$ cat src/rtl/elev_pkg.sv
// Shared types and helpers for the 4-floor elevator call scheduler.
package elev_pkg;

  localparam int unsigned NumFloors = 4;

  typedef logic [1:0] floor_t;

  typedef enum logic [1:0] {
    StIdle,
    StMoveUp,
    StMoveDn,
    StDoor
  } state_e;

  typedef enum logic {
    DirUp,
    DirDn
  } dir_e;

  function automatic logic [NumFloors-1:0] above_mask(floor_t f);
    logic [NumFloors-1:0] m;
    for (int i = 0; i < int'(NumFloors); i++) m[i] = (i > int'(f));
    return m;
  endfunction

  function automatic logic [NumFloors-1:0] below_mask(floor_t f);
    logic [NumFloors-1:0] m;
    for (int i = 0; i < int'(NumFloors); i++) m[i] = (i < int'(f));
    return m;
  endfunction

  // Index of the set bit; only meaningful when the input is one-hot.
  function automatic floor_t onehot_idx(logic [NumFloors-1:0] s);
    floor_t f;
    f = '0;
    for (int i = 0; i < int'(NumFloors); i++) begin
      if (s[i]) f = floor_t'(i);
    end
    return f;
  endfunction

endpackage

$ cat src/rtl/elev_call_scheduler_if.sv
// Button/sensor inputs and motor/door/status outputs of the call scheduler.
interface elev_call_scheduler_if;
  logic [3:0] S;
  logic [2:0] U;
  logic [2:0] D;
  logic [3:0] F;
  logic       door_hold;
  logic       up;
  logic       down;
  logic       stop;
  logic       open_door;
  logic [1:0] cur_floor;
  logic [3:0] pend_up;
  logic [3:0] pend_dn;
  logic [3:0] pend_car;

  modport master (
    output S, U, D, F, door_hold,
    input  up, down, stop, open_door, cur_floor, pend_up, pend_dn, pend_car
  );

  modport slave (
    input  S, U, D, F, door_hold,
    output up, down, stop, open_door, cur_floor, pend_up, pend_dn, pend_car
  );
endinterface

$ cat src/rtl/elev_door_timer.sv
// Door dwell counter: load/reload to DWELL_CYCLES-1, count down to 0, flag done.
module elev_door_timer #(
  parameter int unsigned DWELL_CYCLES = 8,
  parameter int unsigned CNT_W        = 4
) (
  input  logic clk,
  input  logic reset,
  input  logic load_i,
  input  logic en_i,
  output logic done_o
);

  localparam logic [CNT_W-1:0] LoadVal = CNT_W'(DWELL_CYCLES - 1);

  logic [CNT_W-1:0] cnt_q, cnt_d;

  always_comb begin
    cnt_d = cnt_q;
    if (load_i) begin
      cnt_d = LoadVal;
    end else if (en_i && (cnt_q != '0)) begin
      cnt_d = cnt_q - 1'b1;
    end
  end

  always_ff @(posedge clk or posedge reset) begin
    if (reset) begin
      cnt_q <= '0;
    end else begin
      cnt_q <= cnt_d;
    end
  end

  assign done_o = (cnt_q == '0);

endmodule

$ cat src/rtl/elev_call_scheduler.sv
// SCAN call scheduler for a 4-floor car: latches calls, picks direction, times door dwell.
module elev_call_scheduler
  import elev_pkg::*;
#(
  parameter int unsigned DWELL_CYCLES = 8,
  parameter int unsigned CNT_W        = 4
) (
  input logic                  clk,
  input logic                  reset,
  elev_call_scheduler_if.slave bus
);

  state_e     state_q, state_d;
  dir_e       dir_q, dir_d;
  floor_t     cur_floor_q, cur_floor_d;
  logic [3:0] pend_up_q, pend_up_d;
  logic [3:0] pend_dn_q, pend_dn_d;
  logic [3:0] pend_car_q, pend_car_d;

  logic       s_valid;
  floor_t     s_idx;
  floor_t     pos;
  logic [3:0] pend_all;
  logic       above_any;
  logic       below_any;
  logic       door_entry;
  logic       timer_done;

  assign s_valid   = $onehot(bus.S);
  assign s_idx     = onehot_idx(bus.S);
  assign pos       = s_valid ? s_idx : cur_floor_q;
  assign pend_all  = pend_up_q | pend_dn_q | pend_car_q;
  assign above_any = |(pend_all & above_mask(pos));
  assign below_any = |(pend_all & below_mask(pos));

  // State register
  always_ff @(posedge clk or posedge reset) begin
    if (reset) begin
      state_q     <= StIdle;
      dir_q       <= DirUp;
      cur_floor_q <= '0;
      pend_up_q   <= '0;
      pend_dn_q   <= '0;
      pend_car_q  <= '0;
    end else begin
      state_q     <= state_d;
      dir_q       <= dir_d;
      cur_floor_q <= cur_floor_d;
      pend_up_q   <= pend_up_d;
      pend_dn_q   <= pend_dn_d;
      pend_car_q  <= pend_car_d;
    end
  end

  // Next-state logic
  always_comb begin
    state_d = state_q;
    dir_d   = dir_q;
    unique case (state_q)
      StIdle: begin
        if (s_valid && pend_all[s_idx]) begin
          state_d = StDoor;
        end else if (above_any && below_any) begin
          state_d = (dir_q == DirUp) ? StMoveUp : StMoveDn;
        end else if (above_any) begin
          state_d = StMoveUp;
        end else if (below_any) begin
          state_d = StMoveDn;
        end
      end
      StMoveUp: begin
        if (s_valid && (pend_car_q[s_idx] || pend_up_q[s_idx] ||
                        (pend_dn_q[s_idx] && !above_any) || (s_idx == 2'd3))) begin
          state_d = StDoor;
        end
      end
      StMoveDn: begin
        if (s_valid && (pend_car_q[s_idx] || pend_dn_q[s_idx] ||
                        (pend_up_q[s_idx] && !below_any) || (s_idx == 2'd0))) begin
          state_d = StDoor;
        end
      end
      StDoor: begin
        if (timer_done && !bus.door_hold) state_d = StIdle;
      end
      default: state_d = StIdle;
    endcase
    if (state_q == StMoveUp && state_d != StMoveUp) dir_d = DirUp;
    if (state_q == StMoveDn && state_d != StMoveDn) dir_d = DirDn;
  end

  assign door_entry  = (state_d == StDoor) && (state_q != StDoor);
  assign cur_floor_d = s_valid ? s_idx : cur_floor_q;

  // Call latch: buttons set, DOOR entry clears; clear wins over a same-cycle set.
  always_comb begin
    logic [3:0] set_up, set_dn, set_car;
    logic [3:0] clr_up, clr_dn, clr_car;
    logic [3:0] f_bit;
    set_up  = {1'b0, bus.U};
    set_dn  = {bus.D, 1'b0};
    set_car = bus.F;
    clr_up  = '0;
    clr_dn  = '0;
    clr_car = '0;
    f_bit   = 4'b0001 << s_idx;
    if (state_q == StDoor) begin
      set_up  = set_up  & ~(4'b0001 << cur_floor_q);
      set_dn  = set_dn  & ~(4'b0001 << cur_floor_q);
      set_car = set_car & ~(4'b0001 << cur_floor_q);
    end
    if (door_entry) begin
      clr_car = f_bit;
      unique case (state_q)
        StMoveUp: begin
          clr_up = f_bit;
          if (!above_any) clr_dn = f_bit;
        end
        StMoveDn: begin
          clr_dn = f_bit;
          if (!below_any) clr_up = f_bit;
        end
        default: begin
          clr_up = f_bit;
          clr_dn = f_bit;
        end
      endcase
    end
    pend_up_d  = (pend_up_q  | set_up)  & ~clr_up;
    pend_dn_d  = (pend_dn_q  | set_dn)  & ~clr_dn;
    pend_car_d = (pend_car_q | set_car) & ~clr_car;
  end

  elev_door_timer #(
    .DWELL_CYCLES(DWELL_CYCLES),
    .CNT_W       (CNT_W)
  ) u_door_timer (
    .clk   (clk),
    .reset (reset),
    .load_i(door_entry || (state_q == StDoor && bus.door_hold)),
    .en_i  (state_q == StDoor),
    .done_o(timer_done)
  );

  // Moore output decode
  always_comb begin
    bus.up        = 1'b0;
    bus.down      = 1'b0;
    bus.stop      = 1'b1;
    bus.open_door = 1'b0;
    unique case (state_q)
      StMoveUp: begin
        bus.up   = 1'b1;
        bus.stop = 1'b0;
      end
      StMoveDn: begin
        bus.down = 1'b1;
        bus.stop = 1'b0;
      end
      StDoor:  bus.open_door = 1'b1;
      default: ;
    endcase
  end

  assign bus.cur_floor = cur_floor_q;
  assign bus.pend_up   = pend_up_q;
  assign bus.pend_dn   = pend_dn_q;
  assign bus.pend_car  = pend_car_q;

endmodule

$ cat src/flat_wrapper.sv
// flat-port wrapper written by rule: the top's interface ports become plain ports
module elev_call_scheduler_flat import elev_pkg::*;
#(
  parameter int unsigned DWELL_CYCLES = 8,
  parameter int unsigned CNT_W        = 4
)
  (clk, reset, bus_S, bus_U, bus_D, bus_F, bus_door_hold, bus_up, bus_down, bus_stop, bus_open_door, bus_cur_floor, bus_pend_up, bus_pend_dn, bus_pend_car);
  elev_call_scheduler_if bus_i ();
  input logic clk;
  input logic reset;
  input wire logic [$bits(bus_i.S)-1:0] bus_S;
  input wire logic [$bits(bus_i.U)-1:0] bus_U;
  input wire logic [$bits(bus_i.D)-1:0] bus_D;
  input wire logic [$bits(bus_i.F)-1:0] bus_F;
  input wire logic [$bits(bus_i.door_hold)-1:0] bus_door_hold;
  output wire logic [$bits(bus_i.up)-1:0] bus_up;
  output wire logic [$bits(bus_i.down)-1:0] bus_down;
  output wire logic [$bits(bus_i.stop)-1:0] bus_stop;
  output wire logic [$bits(bus_i.open_door)-1:0] bus_open_door;
  output wire logic [$bits(bus_i.cur_floor)-1:0] bus_cur_floor;
  output wire logic [$bits(bus_i.pend_up)-1:0] bus_pend_up;
  output wire logic [$bits(bus_i.pend_dn)-1:0] bus_pend_dn;
  output wire logic [$bits(bus_i.pend_car)-1:0] bus_pend_car;
  assign bus_i.S = bus_S;
  assign bus_i.U = bus_U;
  assign bus_i.D = bus_D;
  assign bus_i.F = bus_F;
  assign bus_i.door_hold = bus_door_hold;
  assign bus_up = bus_i.up;
  assign bus_down = bus_i.down;
  assign bus_stop = bus_i.stop;
  assign bus_open_door = bus_i.open_door;
  assign bus_cur_floor = bus_i.cur_floor;
  assign bus_pend_up = bus_i.pend_up;
  assign bus_pend_dn = bus_i.pend_dn;
  assign bus_pend_car = bus_i.pend_car;
  elev_call_scheduler #(.DWELL_CYCLES(DWELL_CYCLES), .CNT_W(CNT_W)) u_core (.clk(clk), .reset(reset), .bus(bus_i));
endmodule
$ cat config.mk
export PLATFORM = sky130hd
export DESIGN_NAME = elev_call_scheduler_flat
export DESIGN_NICKNAME = d
export VERILOG_FILES = /design/src/rtl/elev_pkg.sv /design/src/rtl/elev_call_scheduler_if.sv /design/src/rtl/elev_door_timer.sv /design/src/rtl/elev_call_scheduler.sv /design/src/flat_wrapper.sv
export SDC_FILE = /design/constraint.sdc
export NUM_CORES = 1
export LEC_CHECK = 0
export ABC_AREA = 1
export BUFFER_PORTS_ARGS = -buffer_cell sky130_fd_sc_hd__buf_2
export CORE_MARGIN = 5
export CORE_UTILIZATION = 29
export DETAILED_ROUTE_END_ITERATION = 10
export HOLD_SLACK_MARGIN = 0.1
export PLACE_DENSITY = 0.46
export RECOVER_POWER = 100
export SYNTH_ARGS = -nofsm -noshare
export SYNTH_HDL_FRONTEND = slang
export SYNTH_HIERARCHICAL = 1
export SYNTH_SLANG_ARGS = --single-unit
$ cat constraint.sdc
create_clock -name clk -period 5.56 [get_ports clk]
set_clock_uncertainty 0.05 [all_clocks]
set_input_delay 0.556 -clock clk [delete_from_list [all_inputs] [get_ports clk]]
set_output_delay 0.556 -clock clk [all_outputs]
set_load 0.005 [all_outputs]
==> run summary, run 1 <==
Root Buffer: clkbuf_8
Period utilization: 74.64%
CTS tree: built
Ports: 35
Max Slew Vio Count: 0
Initial DRC Count: 49
Reg area: 525.5 um^2
Critical path's largest stage delay: 0.83 ns
Fin nets: 283
Delay-heaviest family, CP: simple AND/OR/NAND/NOR gates
Setup repair bufs after CTS: 0
Worst VDD drop: 0.1790 mV
Clk pin slew, worst setup/hold paths: 0.09 ns
Maxcap violations: 0
Slew headroom: 25.91%
Tot Pwr: 0.8320 mW
Vias in the first global route: 1497
CP Depth: 20
CP dominant cell by count: nand2_1
Synth-to-Final Area Change: 15.73%
Post-synthesis sequential area ratio: 32.23%
Die area: 7222 um^2
First-pass GRT wire length: 7.320 mm
Routability Congestion: 0.8670
Setup crit end: u_core/bus.pend_dn[0]
Share of cells above drive strength 1: 24.51%
Critical R2R Launch: u_core/bus.pend_car[3]
Reg-to-reg slack, setup: 2.66 ns
Largest net degree at the start of global routing: 18
Initial antenna violation count: 0
Area leader, netlist: dfrtp_1
Min Tclk post-route: 4.150 ns
Initial Util: 29.79%
Residual DRC count: 0
Clock sink count: 21
EDFF count, synth: 0
Final TNS setup: 0 ns
Syn_area_per_cell: 7.411 um^2
Max Root-Sink Buffers: 2
WL per Instance: 13.04 um
Die height: 84.98 um
Final non-filler cell total: 329
Total track usage: 12.49%
Unrepaired setup endpoints after global routing: false
Final hold violations: 0
Number of buffers inserted by port buffering: 34
Ranking of synthesized cells by area: dfrtp_1, nand2_1, inv_1
Chip width: 84.98 um
Worst r2r dst: u_core/bus.pend_dn[0]
CTS Buf Count: 3
Worst setup margin: 1.410 ns
Slowest cell on crit path: nor2_1
DRT Pass-1 Iters: 4
Synth Cell Area: 1630 um^2
Global route overflow: 0
Placed insts: 325
Crit path DAT: 4.19 ns
Crit path max fanout: 12
Multi-input gate area: 899.6 um^2
Routed vias: 1520
Fmax: 241.0 MHz
Final design utilization: 34.48%
Async SR Flop Fraction: 100.0%
WHS: 0.1113 ns
R2r worst-path depth: 10
Clock Latency Late Sink: 0.27 ns
Syn Nets: 245
Area post-placement: 1876 um^2
CP startpoint kind: input pin
CP endpoint kind: flip-flop
DP Worst Slack: 1.901 ns
Final instance area: 1887 um^2
Crit path kind: in -> reg
Vias/cell: 4.620
P_leak: 0.9407 nW
Status: finished clean
CTS HTree Levels: 1
Final wirelength: 4.289 mm
Final setup vio count: 0
Cts repair resizes: 0
Worst EP required: 5.60 ns
Core Rows: 27
Buf+Inv Stages, Crit Path: 4
Post-DP HPWL: 3.502 mm
Crit-path cells: buf_2 > inv_1 > fa_1 > inv_1 > ha_1 > ha_1 > inv_1 > nand2_1 > nor2_1 > nand2_2 > nand2_1 > nand3_1 > nand3_1 > nand2_2 > nand2_1 > nand2_1 > nand2_1 > nand2_1 > nor2_1 > a21boi_0
Synth top area share: 32.23%
Core Region: 5473 um^2
Hold crit path type: in -> async
Slew @ Worst Pin: 1.107 ns
Post-route ant nets: 0
# diodes: 0
Most common cell in the synthesized netlist: nand2_1
Leading cell types by count after synthesis: nand2_1, inv_1, nand3_1, a21oi_1, dfrtp_1
Ys flop type: dfrtp_1
Yosys synthesis warning count: 6
Syn Inst Count: 220
Pwr dens: 441.0 nW/um^2
CTS Hold Bufs: 0
Source of the critical timing path: bus_S[3]
Synth Register Bits: 21
Yosys cell types: 26
Fillers: 642
## logic make-up (layout without fill, tap and decap cells)
family / count (synthesis) / after routing / share of synthesized area, %
buffers and inverters: 43 / 80 / 10.90
DFF: 21 / 21 / 32.23
and+or+nand+nor: 107 / 107 / 34.77
xor gates and xnor gates: 1 / 1 / 0.5373
AOI/OAI and AO/OA: 40 / 40 / 14.97
adders and majority gates: 8 / 8 / 6.600
## metal layers
| metal | part of all wire (%) | GRT usage [%] |
|---|---|---|
| met1 | 50 | 18.30 |
| met2 | 44 | 19.07 |
| met3 | 5.5 | 2.621 |
| met4 | 0.58 | 2.158 |
| met5 | 0 | 0 |
## layout by cell type (no fill, tap or decap)
cell type	instances
nand2_1	48
a21boi_0	1
xor2_1	1
nand4_1	1
buf_2	29
nand3_1	26
dfrtp_1	21
nand3b_1	1
a21oi_1	22
nand3_2	2
fa_1	1
inv_1	40
nand2_2	6
clkinvlp_2	1
o21ai_0	5
a311o_1	1
clkbuf_8	3
clkbuf_1	5
a21oi_2	9
nor2_4	1
inv_2	1
nand2_4	7
ha_1	7
clkinvlp_4	1
nor3_1	3
nor2_1	9
o22ai_1	2
nor2_2	3
## area by class of cell
cell class | instances | area share (%)
Multi-Input combinational cell | 156 | 47.68
Sequential cell | 21 | 27.85
Timing Repair Buffer | 34 | 8.687
Inverter | 42 | 8.422
Tap cell | 72 | 4.775
Clock buffer | 3 | 2.188
Clock inverter | 1 | 0.3979
## worst min path at each step
stage | from | end | slack (ns) | depth (start not counted)
6_report | reset | u_core/u_door_timer/cnt_q[2] | 0.11 | 2
4_1_cts | reset | u_core/u_door_timer/cnt_q[2] | 0.11 | 2
5_1_grt | reset | u_core/u_door_timer/cnt_q[1] | 0.11 | 2
2_1_floorplan | reset | u_core/u_door_timer/cnt_q[0] | 0.27 | 1
3_5_place_dp | reset | u_core/u_door_timer/cnt_q[0] | 0.41 | 2
3_3_place_gp | reset | u_core/u_door_timer/cnt_q[0] | 0.41 | 2
## registers in the layout, summed over array words and instances, names as in the netlist
register                   flops
u_core/bus.pend_car            4
u_core/state_q                 2
u_core/bus.pend_dn             4
u_core/bus.cur_floor           2
u_core/u_door_timer/cnt_q      4
u_core/dir_q                   1
u_core/bus.pend_up             4
## where the power goes
group / switching (mW) / total [mW] / internal, mW
clock network: 0.0566 / 0.107 / 0.0507
registers: 0.0553 / 0.263 / 0.207
logic: 0.301 / 0.462 / 0.161
total: 0.413 / 0.832 / 0.419
Note: power is estimated with default switching activity, not from simulation.
==> run 2, diff against run 1 <==
--- a/config.mk
+++ b/config.mk
@@ -11,7 +11,7 @@
 export CORE_UTILIZATION = 29
 export DETAILED_ROUTE_END_ITERATION = 10
 export HOLD_SLACK_MARGIN = 0.1
-export PLACE_DENSITY = 0.46
+export PLACE_DENSITY = 0.48
 export RECOVER_POWER = 100
 export SYNTH_ARGS = -nofsm -noshare
 export SYNTH_HDL_FRONTEND = slang
==> constraint.sdc (replaced) <==
create_clock -name clk -period 3.7 [get_ports clk]
set_clock_uncertainty 0.05 [all_clocks]
set_input_delay 0.37 -clock clk [delete_from_list [all_inputs] [get_ports clk]]
set_output_delay 0.37 -clock clk [all_outputs]
set_load 0.005 [all_outputs]
==> run 2 against run 1 <==
Against the previous run: clock power increased by 54%; core utilization increased by 0.75 points; die area stayed put; combinational power grew 60%; routed wire length up 1.1%; critical path depth increased by 5; first-iteration DRC count grew to 2.8 times the previous value; worst setup slack got worse by 0.90 ns.
==> run summary, run 2 (synthesis results as in run 1) <==
Status: finished clean
CTS tree: built
Routed vias: 1509
Synth-to-Final Area Change: 18.27%
Initial DRC Count: 136
CP dominant cell by count: nand2_1
Root Buffer: clkbuf_8
Setup repair bufs after CTS: 0
Die area: 7222 um^2
Maxcap violations: 0
Pwr dens: 676.1 nW/um^2
DRT Pass-1 Iters: 4
Unrepaired setup endpoints after global routing: false
Most common cell after layout, fill and taps aside: nand2_1
Area post-placement: 1906 um^2
Total track usage: 12.62%
Tot Pwr: 1.304 mW
Clk pin slew, worst setup/hold paths: 0.08 ns
Vias/cell: 4.518
Final hold violations: 0
Final wirelength: 4.336 mm
Max Slew Vio Count: 0
# diodes: 0
Multi-input gate area: 904.6 um^2
CP startpoint kind: input pin
Chip width: 84.98 um
Ports: 35
CTS Buf Count: 3
Clock sink count: 21
CP endpoint kind: flip-flop
Clock Latency Late Sink: 0.27 ns
Delay-heaviest family, CP: simple AND/OR/NAND/NOR gates
Crit path DAT: 3.36 ns
Die height: 84.98 um
Global route overflow: 0
Crit path kind: in -> reg
P_leak: 0.9604 nW
CTS HTree Levels: 1
Period utilization: 86.29%
Slew @ Worst Pin: 0.6978 ns
WHS: 0.2938 ns
Worst VDD drop: 0.3281 mV
Vias in the first global route: 1492
Initial antenna violation count: 0
WL per Instance: 12.98 um
Post-route ant nets: 0
Initial Util: 29.79%
Worst EP required: 3.87 ns
Number of buffers inserted by port buffering: 34
Fmax: 313.2 MHz
Largest net degree at the start of global routing: 18
Post-DP HPWL: 3.511 mm
Slowest cell on crit path: fa_1
Min Tclk post-route: 3.193 ns
Reg area: 525.5 um^2
Final instance area: 1928 um^2
Fin nets: 288
Share of cells above drive strength 1: 24.05%
Critical path's largest stage delay: 0.51 ns
Fillers: 619
Most frequent cells in the layout: nand2_1, inv_1, buf_2, a21oi_1, nand3_1
Core Region: 5473 um^2
Buf+Inv Stages, Crit Path: 5
Routability Congestion: 0.9181
Core Rows: 27
Final setup vio count: 0
Max Root-Sink Buffers: 2
Hold crit path type: in -> reg
Crit path max fanout: 6
Slew headroom: 53.43%
Residual DRC count: 0
Final TNS setup: 0 ns
First-pass GRT wire length: 7.341 mm
==> run 2: changes by cell type in the layout (fill, tap and decap cells not counted), sizes merged <==
cell         previous run  this run
dlygate4sd3             0         1
clkinvlp                2         1
clkinv                  0         1
clkbuf                  8        12
==> run 2: worst register-to-register path: cells and delay by family (launching register included) <==
kind	cells	cell delay [ns]
compound gates	2	0.35
buf+inv	1	0.12
flops	1	0.42
simple gates	12	1.30
==> run 2: through the flow <==
stage,setup slack [ns],instances,utilization [%]
finish,0.5072,334,35.23
global route,0.1969,334,35.23
CTS,0.5577,334,35.89
detailed placement,0.2622,329,34.82
global placement,0.2489,329,34.82
floorplan,0.6609,220,-
==> run 2: routing by layer <==
metal | track usage [%] | vias up | wire length, um | part of all wire [%]
li1 | - | 791 | - | -
met1 | 18.13 | 670 | 2254 | 52
met2 | 19.07 | 44 | 1826 | 42
met3 | 2.816 | 4 | 203 | 4.7
met4 | 3.165 | 0 | 52 | 1.2
met5 | 0 | - | 0 | 0
==> run 2: cell type report <==
cell class / instances / share of cell area [%]
Timing Repair Buffer: 39 / 10.19
Sequential cell: 21 / 27.26
Clock inverter: 1 / 0.3894
Inverter: 42 / 8.436
Tap cell: 72 / 4.672
Clock buffer: 3 / 2.141
Multi-Input combinational cell: 156 / 46.92
==> run 2: path summary, 6_finish.rpt <==
path	depth (start not counted)	start	slack, ns	end
hold reg to reg	2	u_core/dir_q	0.44	u_core/dir_q
setup reg to reg	15	u_core/bus.pend_car[1]	1.40	u_core/u_door_timer/cnt_q[2]
hold / removal	2	bus_S[3]	0.29	u_core/bus.pend_car[3]
max in group asynchronous	3	reset	2.46	u_core/bus.pend_dn[3]
min in group asynchronous	3	reset	0.47	u_core/u_door_timer/cnt_q[0]
setup / recovery	25	bus_S[1]	0.51	u_core/u_door_timer/cnt_q[2]
==> run 2: timing repair <==
item / CTS / global route
endpoints found under the hold margin: 4 / 0
gates resized for setup: 0 / 0
hold buffers: 1 / 0
==> run 2: power breakdown <==
part / internal (mW) / total, mW / switching (mW)
clock network: 0.0765 / 0.165 / 0.0890
registers: 0.311 / 0.397 / 0.0854
logic: 0.273 / 0.741 / 0.468
total: 0.661 / 1.30 / 0.643
==> run 3, diff against run 2 <==
--- a/config.mk
+++ b/config.mk
@@ -7,6 +7,7 @@
 export LEC_CHECK = 0
 export ABC_AREA = 1
 export BUFFER_PORTS_ARGS = -buffer_cell sky130_fd_sc_hd__buf_2
+export CORE_ASPECT_RATIO = 1.1
 export CORE_MARGIN = 5
 export CORE_UTILIZATION = 29
 export DETAILED_ROUTE_END_ITERATION = 10
==> run 3 against run 2 <==
Against the previous run: die area is essentially flat; final area shrank 1.6%; sequential share of layout area grew 0.43 points; register-to-register slack gained 0.06 ns; critical endpoint unchanged; largest power group unchanged.
==> run summary, run 3 (synthesis results as in run 1) <==
Vias in the first global route: 1590
Slew headroom: 53.71%
DRT Pass-1 Iters: 4
Post-route ant nets: 0
Pwr dens: 664.3 nW/um^2
Final TNS setup: 0 ns
# diodes: 0
Clk pwr share: 12.3%
CP startpoint kind: input pin
Fin nets: 286
Reg-to-reg slack, setup: 1.46 ns
Unrepaired setup endpoints after global routing: false
Slowest cell on crit path: fa_1
Hold path startpoint: bus_S[3]
Vias/cell: 4.636
Die height: 88.64 um
Crit path max fanout: 9
Final hold violations: 0
Final design utilization: 34.95%
Hold depth: 2
P_leak: 0.9586 nW
Hold Path Sink: u_core/bus.pend_car[3]
Total track usage: 13.16%
Die area: 7223 um^2
Switch Pwr: 0.6158 mW
Max Root-Sink Buffers: 2
Slew @ Worst Pin: 0.6936 ns
Final setup vio count: 0
Fmax: 308.2 MHz
WL per Instance: 13.24 um
Met3 usage: 2.851%
CTS Hold Bufs: 1
Root Buffer: clkbuf_8
Most common cell after layout, fill and taps aside: nand2_1
CTS HTree Levels: 1
Placed insts: 330
Cell internal pwr: 0.6451 mW
Setup repair bufs after CTS: 0
Critical R2R Launch: u_core/bus.pend_car[1]
Period utilization: 87.69%
Routability Congestion: 0.9306
Clk pin slew, worst setup/hold paths: 0.08 ns
Status: finished clean
Worst r2r dst: u_core/u_door_timer/cnt_q[2]
Core Rows: 28
Most frequent cells in the layout: nand2_1, inv_1, buf_2, a21oi_1, nand3_1
Ports: 35
Largest net degree at the start of global routing: 18
Worst EP required: 3.86 ns
Final non-filler cell total: 335
Final instance area: 1898 um^2
Chip width: 81.49 um
Routed vias: 1553
Worst VDD drop: 0.3300 mV
Residual DRC count: 0
Net Sw Frac: 48.84%
WHS: 0.2805 ns
Area post-placement: 1907 um^2
Sequential share of power: 31.5%
Final wirelength: 4.434 mm
Core Region: 5430 um^2
Max Slew Vio Count: 0
Clock sink count: 21
R2r worst-path depth: 15
Comb power frac: 56.2%
Min Tclk post-route: 3.245 ns
CP endpoint kind: flip-flop
Maxcap violations: 0
Global route overflow: 0
Synth-to-Final Area Change: 16.42%
GR met1 Demand/Resource: 15.15%
Hold crit path type: in -> reg
Met2 Usage GRT: 24.07%
GR peak layer: met2
Initial DRC Count: 52
Cts repair resizes: 0
CTS Buf Count: 3
Share of cells above drive strength 1: 23.46%
First-pass GRT wire length: 7.341 mm
Clock Latency Late Sink: 0.27 ns
CTS tree: built
CP dominant cell by count: nand2_1
Initial antenna violation count: 0
Post-DP HPWL: 3.567 mm
Initial Util: 30.02%
Critical path's largest stage delay: 0.50 ns
Crit path kind: in -> reg
Crit path DAT: 3.40 ns
Number of buffers inserted by port buffering: 34
-- run 3: power by group through the flow --
stage	registers [mW]	logic, mW	clock network (mW)
floorplan	0.386	0.570	0
global placement	0.403	0.810	0
detailed placement	0.402	0.808	0
CTS	0.398	0.809	0.162
global route	0.408	0.805	0.169
finish	0.397	0.708	0.156
-- run 3: layer usage --
metal	up-vias	share of wire (%)
met5	-	0
met4	0	2.1
met3	8	3.5
met2	22	50
met1	733	44
li1	790	-
-- run 3: area by class of cell --
cell class | count | area, um^2
Inverter | 42 | 162.7
Tap cell | 75 | 93.84
Sequential cell | 21 | 525.5
Clock inverter | 1 | 5.005
Fill cell | 617 | 3532
Timing Repair Buffer | 37 | 186.4
Multi-Input combinational cell | 156 | 883.3
Clock buffer | 3 | 41.29
-- run 3: worst max-delay path by stage --
stage	from	endpoint	slack, ns
floorplan	bus_S[1]	u_core/u_door_timer/cnt_q[2]	0.66
global placement	bus_S[3]	u_core/u_door_timer/cnt_q[2]	0.23
detailed placement	bus_S[3]	u_core/u_door_timer/cnt_q[2]	0.21
CTS	bus_S[3]	u_core/u_door_timer/cnt_q[2]	0.50
global route	bus_S[3]	u_core/bus.pend_dn[0]	0.13
finish	bus_S[3]	u_core/u_door_timer/cnt_q[2]	0.46
-- run 3: per-stage QoR --
step / setup slack, ns / power (mW)
after floorplan: 0.6609 / 0.9554
after global placement: 0.2337 / 1.212
after detailed placement: 0.2133 / 1.210
after CTS: 0.4962 / 1.369
after global routing: 0.1298 / 1.382
final: 0.4554 / 1.261
-- run 3: worst max-delay path, delay by kind of cell --
kind	cells	cell delay, ns
buf+inv	5	0.49
fa+ha+maj	3	0.93
simple gates	15	1.26
compound gates	2	0.34
